<file path="src/rtl/clocks_en_ctrl_pkg.sv">
// Shared types and defaults for the divided clock-enable domain controller.
package clocks_en_ctrl_pkg;

  typedef enum logic [1:0] {
    OFF      = 2'd0,
    RST_HOLD = 2'd1,
    RUN      = 2'd2,
    STOP     = 2'd3
  } clocks_en_state_t;

  localparam int DEF_DIV_W    = 8;
  localparam int DEF_RST_CYC  = 16;
  localparam int DEF_STOP_CYC = 4;

  function automatic int max_int(input int a, input int b);
    return (a > b) ? a : b;
  endfunction

endpackage

</file>
<file path="src/rtl/clocks_en_div.sv">
// Phase counter producing the clk_en pulse train, with glitch-free divider change at wrap.
module clocks_en_div
  import clocks_en_ctrl_pkg::*;
#(
  parameter int DIV_W = DEF_DIV_W
) (
  input  logic             clk,
  input  logic             reset,
  input  logic             active,
  input  logic             load,
  input  logic [DIV_W-1:0] load_div,
  input  logic             pend_req,
  input  logic [DIV_W-1:0] pend_div,
  input  logic             pend_clr,
  output logic             clk_en
);

  logic [DIV_W-1:0] ph_r;
  logic [DIV_W-1:0] div_q_r;
  logic [DIV_W-1:0] div_pend_r;
  logic             pend_r;
  logic             wrap_s;

  assign wrap_s = (ph_r == (div_q_r - DIV_W'(1)));
  assign clk_en = active & wrap_s;

  // Phase counter and active divide ratio; a pending ratio only lands on a wrap.
  always_ff @(posedge clk) begin
    if (!reset) begin
      ph_r    <= '0;
      div_q_r <= '0;
    end else if (load) begin
      ph_r    <= '0;
      div_q_r <= load_div;
    end else if (!active) begin
      ph_r    <= '0;
    end else if (wrap_s) begin
      ph_r    <= '0;
      if (pend_r) begin
        div_q_r <= div_pend_r;
      end else begin
        div_q_r <= div_q_r;
      end
    end else begin
      ph_r    <= ph_r + DIV_W'(1);
    end
  end

  // Pending ratio: a newer request overwrites an older one still waiting for the wrap.
  always_ff @(posedge clk) begin
    if (!reset) begin
      pend_r     <= 1'b0;
      div_pend_r <= '0;
    end else if (pend_clr || load) begin
      pend_r     <= 1'b0;
    end else if (pend_req) begin
      pend_r     <= 1'b1;
      div_pend_r <= pend_div;
    end else if (active && wrap_s) begin
      pend_r     <= 1'b0;
    end else begin
      pend_r     <= pend_r;
    end
  end

endmodule

</file>
<file path="src/rtl/clocks_en_ctrl.sv">
// Divided clock-enable controller: sequences downstream reset around a programmable clk_en.
module clocks_en_ctrl
  import clocks_en_ctrl_pkg::*;
#(
  parameter int DIV_W    = DEF_DIV_W,
  parameter int RST_CYC  = DEF_RST_CYC,
  parameter int STOP_CYC = DEF_STOP_CYC
) (
  input  logic             clk,
  input  logic             reset,
  input  logic             cfg_valid,
  output logic             cfg_ready,
  input  logic [DIV_W-1:0] cfg_div,
  input  logic             cfg_enable,
  output logic             clk_en,
  output logic             dom_reset_n,
  output logic [1:0]       state,
  output logic             running
);

  localparam int PCNT_W = $clog2(max_int(RST_CYC, STOP_CYC) + 1);

  clocks_en_state_t  state_r;
  clocks_en_state_t  state_nxt_s;
  logic [PCNT_W-1:0] pcnt_r;
  logic [PCNT_W-1:0] pcnt_nxt_s;
  logic              accept_s;
  logic              go_s;
  logic              load_s;
  logic              pend_req_s;
  logic              pend_clr_s;
  logic              active_s;
  logic              clk_en_s;

  assign cfg_ready   = (state_r == OFF) || (state_r == RUN);
  assign accept_s    = cfg_valid & cfg_ready;
  assign go_s        = cfg_enable && (cfg_div != '0);
  assign active_s    = (state_r != OFF);
  assign clk_en      = clk_en_s;
  assign dom_reset_n = (state_r == RUN);
  assign running     = (state_r == RUN);
  assign state       = state_r;

  clocks_en_div #(
    .DIV_W(DIV_W)
  ) u_div (
    .clk      (clk),
    .reset    (reset),
    .active   (active_s),
    .load     (load_s),
    .load_div (cfg_div),
    .pend_req (pend_req_s),
    .pend_div (cfg_div),
    .pend_clr (pend_clr_s),
    .clk_en   (clk_en_s)
  );

  // State and pulse-counter registers.
  always_ff @(posedge clk) begin
    if (!reset) begin
      state_r <= OFF;
      pcnt_r  <= '0;
    end else begin
      state_r <= state_nxt_s;
      pcnt_r  <= pcnt_nxt_s;
    end
  end

  // Next-state logic; pcnt counts clk_en pulses within RST_HOLD and STOP.
  always_comb begin
    state_nxt_s = state_r;
    pcnt_nxt_s  = pcnt_r;
    load_s      = 1'b0;
    pend_req_s  = 1'b0;
    pend_clr_s  = 1'b0;
    case (state_r)
      OFF: begin
        if (accept_s && go_s) begin
          load_s      = 1'b1;
          pcnt_nxt_s  = '0;
          state_nxt_s = RST_HOLD;
        end else begin
          state_nxt_s = OFF;
        end
      end
      RST_HOLD: begin
        if (clk_en_s) begin
          if (pcnt_r == PCNT_W'(RST_CYC - 1)) begin
            pcnt_nxt_s  = '0;
            state_nxt_s = RUN;
          end else begin
            pcnt_nxt_s  = pcnt_r + PCNT_W'(1);
          end
        end else begin
          pcnt_nxt_s = pcnt_r;
        end
      end
      RUN: begin
        if (accept_s) begin
          if (go_s) begin
            pend_req_s = 1'b1;
          end else begin
            pend_clr_s  = 1'b1;
            pcnt_nxt_s  = '0;
            state_nxt_s = STOP;
          end
        end else begin
          state_nxt_s = RUN;
        end
      end
      STOP: begin
        if (clk_en_s) begin
          if (pcnt_r == PCNT_W'(STOP_CYC - 1)) begin
            pcnt_nxt_s  = '0;
            state_nxt_s = OFF;
          end else begin
            pcnt_nxt_s  = pcnt_r + PCNT_W'(1);
          end
        end else begin
          pcnt_nxt_s = pcnt_r;
        end
      end
      default: begin
        pcnt_nxt_s  = '0;
        state_nxt_s = OFF;
      end
    endcase
  end

endmodule

</file>
<file path="config.mk">
export PLATFORM = sky130hd
export DESIGN_NAME = clocks_en_ctrl
export DESIGN_NICKNAME = d
export VERILOG_FILES = /design/src/rtl/clocks_en_ctrl_pkg.sv /design/src/rtl/clocks_en_div.sv /design/src/rtl/clocks_en_ctrl.sv
export SDC_FILE = /design/constraint.sdc
export NUM_CORES = 1
export LEC_CHECK = 0
export ABC_AREA = 0
export BUFFER_PORTS_ARGS = -buffer_cell sky130_fd_sc_hd__buf_2
export CORE_MARGIN = 2
export CORE_UTILIZATION = 40
export CTS_BUF_LIST = sky130_fd_sc_hd__clkbuf_8
export DETAILED_ROUTE_END_ITERATION = 12
export SYNTH_ARGS = -nofsm -noshare
export SYNTH_HDL_FRONTEND = slang
export SYNTH_SLANG_ARGS = --single-unit
</file>
<file path="constraint.sdc">
create_clock -name clk -period 2.3 [get_ports clk]
set_input_delay 0.23 -clock clk [delete_from_list [all_inputs] [get_ports clk]]
set_output_delay 0.23 -clock clk [all_outputs]
set_load 0.01 [all_outputs]
</file>
==> key figures, run 1 <==
Floorplan
  • Boundary Pins: 18
  • Die W: 73.36 um
  • Row count: 25
  • Initial Util: around 41%
  • Die H: 73.36 um
  • Die area: between 5000 and 6000 sq um
  • Core area: 4692 sq um

Clock tree
  • CTS tree: built
  • Skew-Pair Late Insertion Delay: 280 ps
  • Clk sinks: 32
  • Reg clk slew, reported paths: 70 ps
  • # H-tree levels: 2
  • Max Buffers Root-to-Sink: 2
  • CTS Hold Buffers Added: 0
  • Root buf cell: clkbuf_8
  • CTS Buf Count: 5

Yosys
  • Mean Syn Cell Area: 8.403 sq um
  • Synthesized flop and latch total: 32
  • Post-Syn Nets: 250
  • Post-synth EDFFs: 0
  • Synth Flop Type: dfxtp_1
  • Synth Instances: 229
  • Yosys warns: 0
  • Post-synth ARST share: 0%
  • Netlist cell types: 45
  • Sequential area share after synthesis: 33.29%
  • Netlist Area Pre-Place: roughly 1900 sq um

Finish
  • Fraction of layout instances using a drive strength above 1: 25.10%
  • Commonest cells after routing, fill and taps aside: nand2_1 (35), dfxtp_1 (30), buf_2 (17)
  • Ant diodes: 0
  • Post-layout instance count excluding filler cells: 309
  • Syn-to-layout area delta: 16.84%
  • Commonest non-fill, non-tap cell in the layout: nand2_1
  • Nets: 275

GRT
  • Largest net degree at the start of global routing: 29
  • Number of global-route vias before repair: 1584
  • Congestion Overflow GR: 0
  • Total GRT Usage: 16.31%
  • Initial antenna violation count: 0
  • First-pass GRT wire length: 6879 um

Routing
  • Uppermost layer routed: met4
  • Initial DRT Pass Iterations: 4
  • Final WL: 4026 um
  • Via count: ~1600
  • WL met2: 1847 um
  • Wl on met1: 2000 um
  • Vias per inst: 5.285
  • WL per Instance: 13.03 um
  • DR iter-0 viols: between 50 and 60
  • Met3 routed WL: 132 um
  • Final ANT Viol Nets: 0
  • Post-route DRC: 0

Setup path
  • Worst path cell trace: inv_2 -> ha_4 -> or2_2 -> a221o_1 -> nand2_1 -> and3_4 -> buf_2
  • Worst Setup End Kind: output pin
  • CP max-delay cell: a221o_1
  • Critical path arrival: 1950 ps
  • Crit-path max cell delay: 370 ps
  • Startpoint types: flop
  • CP Max Fanout: 5
  • Worst endpoint required time: 2070 ps
  • Worst Setup Path Type: reg -> out

Timing
  • Rel. slew slack: between 60% and 70%
  • Final Hold Fails: 0
  • Final slew viol count: 0
  • Final TNS setup: 0 ps
  • RSZ-0062 raised after global routing: true
  • WHS: 206.7 ps
  • Layout Skew: 9.542 ps
  • Tightest Pin Transition: between 500 and 600 ps
  • Final setup fails: 0
  • Crit path time final: 2182 ps
  • Final period util: 94.87%
  • Highest clock rate: 458.3 MHz

Power
  • Pwr dens: 615.1 nW/um^2
  • Static Leak: 0.9173 nW
  • Max VDD drop: 0.0003597 V
  • Overall power: ~1.4 mW

Run status
  • Outcome: finished, final reports clean

Flow run
  • Number of max-cap violations: 0

Placed design
  • Dpl hpwl: between 2000 and 3000 um
  • Placer Congestion: 0.8337
  • I/O Buffers: 17
  • Dpl cells: 298

Min path
  • Hold crit path type: in -> reg
## repair_timing
item	4_1_cts	5_1_grt
buffers inserted	0	3
pin swaps	0	0
gates resized for setup	3	6
setup endpoints to repair	1	5
gates cloned	0	0
## synth_stat cells, types with 5 or more instances
cell,count,share of area [%]
nand3_1,12,3.1
mux2_2,9,5.3
a21oi_1,12,3.1
mux2i_1,11,5.7
ha_1,9,5.9
xnor2_1,6,2.7
inv_1,13,2.5
and3_1,5,1.6
nand2_1,35,6.8
o21ai_0,15,3.9
xor2_1,8,3.6
clkbuf_1,8,1.6
dfxtp_1,32,33
nor2_1,14,2.7
## per-stage QoR
stage          area (sq um)  utilization (%)  setup WS (ps)
2_1_floorplan          1937                -          47.25
3_5_place_dp           2095            44.64          36.58
5_1_grt                2248            47.92         -32.09
3_3_place_gp           2095            44.64          92.34
4_1_cts                2217            47.25          14.28
6_report               2248            47.92          117.9
## flip-flops by register name, indices dropped and copies added, names as in the netlist
name	flops
pcnt_r	5
u_div.ph_r	8
u_div.div_q_r	8
u_div.pend_r	1
u_div.div_pend_r	8
state	2
## cell families (layout without fill, tap and decap cells)
family          count (synthesis)  count (layout)  share of synthesized area (%)
flops                          32              32                          33.29
buf+inv                        25              51                          5.656
fa+ha+maj                       9               9                          5.852
simple gates                   83              83                          21.59
xor+xnor                       14              14                          6.372
mux                            20              20                          10.99
compound gates                 46              46                          16.26
## layout make-up
cell class	instances	area, sq um
fillers	460	2444
multi-input cells	172	1199
flip-flops and latches	32	643.1
repair buffers	30	182.7
clock buffers	5	68.82
well taps	54	67.56
inverters	13	48.80
clock inverters	3	38.79
## routing by layer
layer | up-vias | track usage, %
met4 | 0 | 5.455
li1 | 851 | -
met1 | 758 | 20.51
met2 | 20 | 27.43
met3 | 4 | 3.841
met5 | - | 0
## final timing paths
kind                            depth (start not counted)                 from             endpoint  slack (ps)
worst max-delay path                                    7     u_div.div_q_r[1]               clk_en         120
worst min register to register                          2  u_div.div_pend_r[2]  u_div.div_pend_r[2]         480
worst min-delay path                                    3           cfg_div[5]  u_div.div_pend_r[5]         210
worst max register to register                          9     u_div.div_q_r[0]            pcnt_r[3]         130
## power by group
group / leakage (nW) / internal, mW / total [mW] / switching, mW
clock network: 0.0593 / 0.317 / 0.532 / 0.215
logic: 0.599 / 0.116 / 0.263 / 0.147
registers: 0.259 / 0.570 / 0.588 / 0.0178
## worst max-delay path: cells and delay by family, from the launching register on
kind	cells	cell delay, ps
adder cells (fa/ha/maj)	1	160
AND/OR/NAND/NOR	3	620
buffers and inverters	2	190
AO/OA/AOI/OAI	1	370
flip-flops	1	340
(Power assumes the default switching activity.)
==> inputs of run 2 (changes only) <==
Settings changed: PLACE_DENSITY_LB_ADDON from default to 0.25.
==> key figures, run 2 (synthesis gave the netlist of run 1 again) <==
GRT
  • First-pass GRT wire length: 6637 um
  • Total GRT Usage: 15.76%
  • Initial antenna violation count: 0
  • Largest net degree at the start of global routing: 29
  • Number of global-route vias before repair: 1460
  • Congestion Overflow GR: 0

Finish
  • Ant diodes: 0
  • Fin area: 2268 sq um
  • Fraction of layout instances using a drive strength above 1: 25.88%
  • Commonest cells after routing, fill and taps aside: nand2_1 (34), dfxtp_1 (30), buf_2 (17)
  • Commonest non-fill, non-tap cell in the layout: nand2_1
  • Final Core Density: roughly half
  • Regs by FF count: u_div.div_pend_r x8, u_div.div_q_r x8, u_div.ph_r x8
  • Syn-to-layout area delta: 17.88%
  • # fillers: 446
  • Nets: 275
  • Sequential cell area: 643.1 sq um
  • Footprint of the multi-input gates: 1200 sq um

Placed design
  • Pre-CTS worst setup slack: 52.46 ps
  • I/O Buffers: 17
  • Cell Area, Placed: 2102 sq um
  • Dpl hpwl: 2850 um
  • Placer Congestion: 0.8667

Timing
  • Crit path time final: around 2300 ps
  • Tightest Pin Transition: between 500 and 600 ps
  • Final Hold Fails: 0
  • PnR worst setup slack: about 22 ps
  • Final slew viol count: 0
  • WHS: 204.3 ps
  • Rel. slew slack: 63.81%
  • Final period util: 99.06%
  • Layout Skew: 9.466 ps
  • Highest clock rate: approximately 440 MHz
  • RSZ-0062 raised after global routing: true
  • Final setup fails: 0

Setup path
  • Crit-path max cell delay: between 300 and 400 ps
  • Startpoint types: flop
  • Worst Setup Path Type: reg -> out
  • CP delay by family, top: simple AND/OR/NAND/NOR gates
  • Critical path arrival: 2050 ps
  • CP max-delay cell: a221o_1
  • Worst Setup End Kind: output pin
  • Worst path cell trace: inv_2 -> ha_4 -> buf_4 -> or2_2 -> a221o_1 -> nand2_2 -> and3_4 -> buf_2
  • CP Max Fanout: 4
  • Worst endpoint required time: 2070 ps
  • Worst Path Buf+Inv: 3

Clock tree
  • Root buf cell: clkbuf_8
  • Reg clk slew, reported paths: about 70 ps
  • Clk sinks: 32
  • # H-tree levels: 2
  • CTS Hold Buffers Added: 0
  • Skew-Pair Late Insertion Delay: around 280 ps
  • CTS Buf Count: 5
  • Max Buffers Root-to-Sink: 2
  • CTS tree: built

Floorplan
  • Die W: 73.36 um
  • Die H: 73.36 um
  • Die area: 5382 sq um
  • Core area: 4692 sq um
  • Row count: 25
  • Boundary Pins: 18
  • Initial Util: between 40% and 50%

Routing
  • Vias per inst: between 5 and 6
  • Post-route DRC: 0
  • Initial DRT Pass Iterations: 4
  • Via count: approximately 1700
  • Final WL: 3902 um
  • Final ANT Viol Nets: 0
  • DR iter-0 viols: between 40 and 50
  • WL per Instance: 12.63 um

Power
  • Max VDD drop: 0.0003361 V
  • Static Leak: 0.9183 nW
  • Pwr dens: between 600 and 700 nW/um^2

Run status
  • Outcome: finished, final reports clean

Flow run
  • Number of max-cap violations: 0

Min path
  • Hold crit path type: in -> reg
[run 2: worst paths after layout]
| kind | from | end | slack, ps | cells past startpoint |
|---|---|---|---|---|
| max reg2reg | u_div.div_q_r[1] | pcnt_r[3] | 40 | 9 |
| min reg2reg | u_div.div_pend_r[1] | u_div.div_pend_r[1] | 470 | 2 |
| min | cfg_div[5] | u_div.div_pend_r[5] | 200 | 3 |
| max | u_div.div_q_r[1] | clk_en | 20 | 8 |
[run 2: layout make-up]
class / instances / share of cell area (%)
sequential: 32 / 28.35
timing repair buffer: 30 / 8.053
tap: 54 / 2.978
clock buffer: 7 / 4.247
multi-input combinational: 172 / 52.90
clock inverter: 1 / 1.324
inverter: 13 / 2.151
[run 2: power by group]
group,switching (mW),total [mW],internal (mW)
logic,0.148,0.267,0.120
registers,0.0154,0.585,0.570
clock network,0.210,0.592,0.382
total,0.373,1.44,1.07
[run 2: per-layer routing]
| metal | track usage (%) | share of wire, % |
|---|---|---|
| met1 | 20.41 | 49 |
| met4 | 5.455 | 1.9 |
| met2 | 25.73 | 45 |
| met3 | 3.704 | 3.4 |
| met5 | 0 | 0 |
[run 2: stage by stage]
| step | power, mW | instances | TNS (ps) |
|---|---|---|---|
| after floorplan | 0.7763 | 229 | 0 |
| after CTS | 1.454 | 307 | 0 |
| after global routing | 1.515 | 309 | -199.0 |
| after detailed placement | 0.8582 | 299 | 0 |
| after global placement | 0.8596 | 299 | 0 |
| final | 1.444 | 309 | 0 |
[run 2: timing repair]
item,CTS,global route
hold endpoints to repair,0,0
gates resized for setup,3,7
setup endpoints to repair,1,5
buffers inserted,0,2
pin swaps,0,5
cloned,0,0
[run 2: worst min-delay path, delay by kind of cell]
kind | cells | cell delay (ps)
and+or+nand+nor | 1 | 50
buffers and inverters | 1 | 110
AOI/OAI and AO/OA | 1 | 50
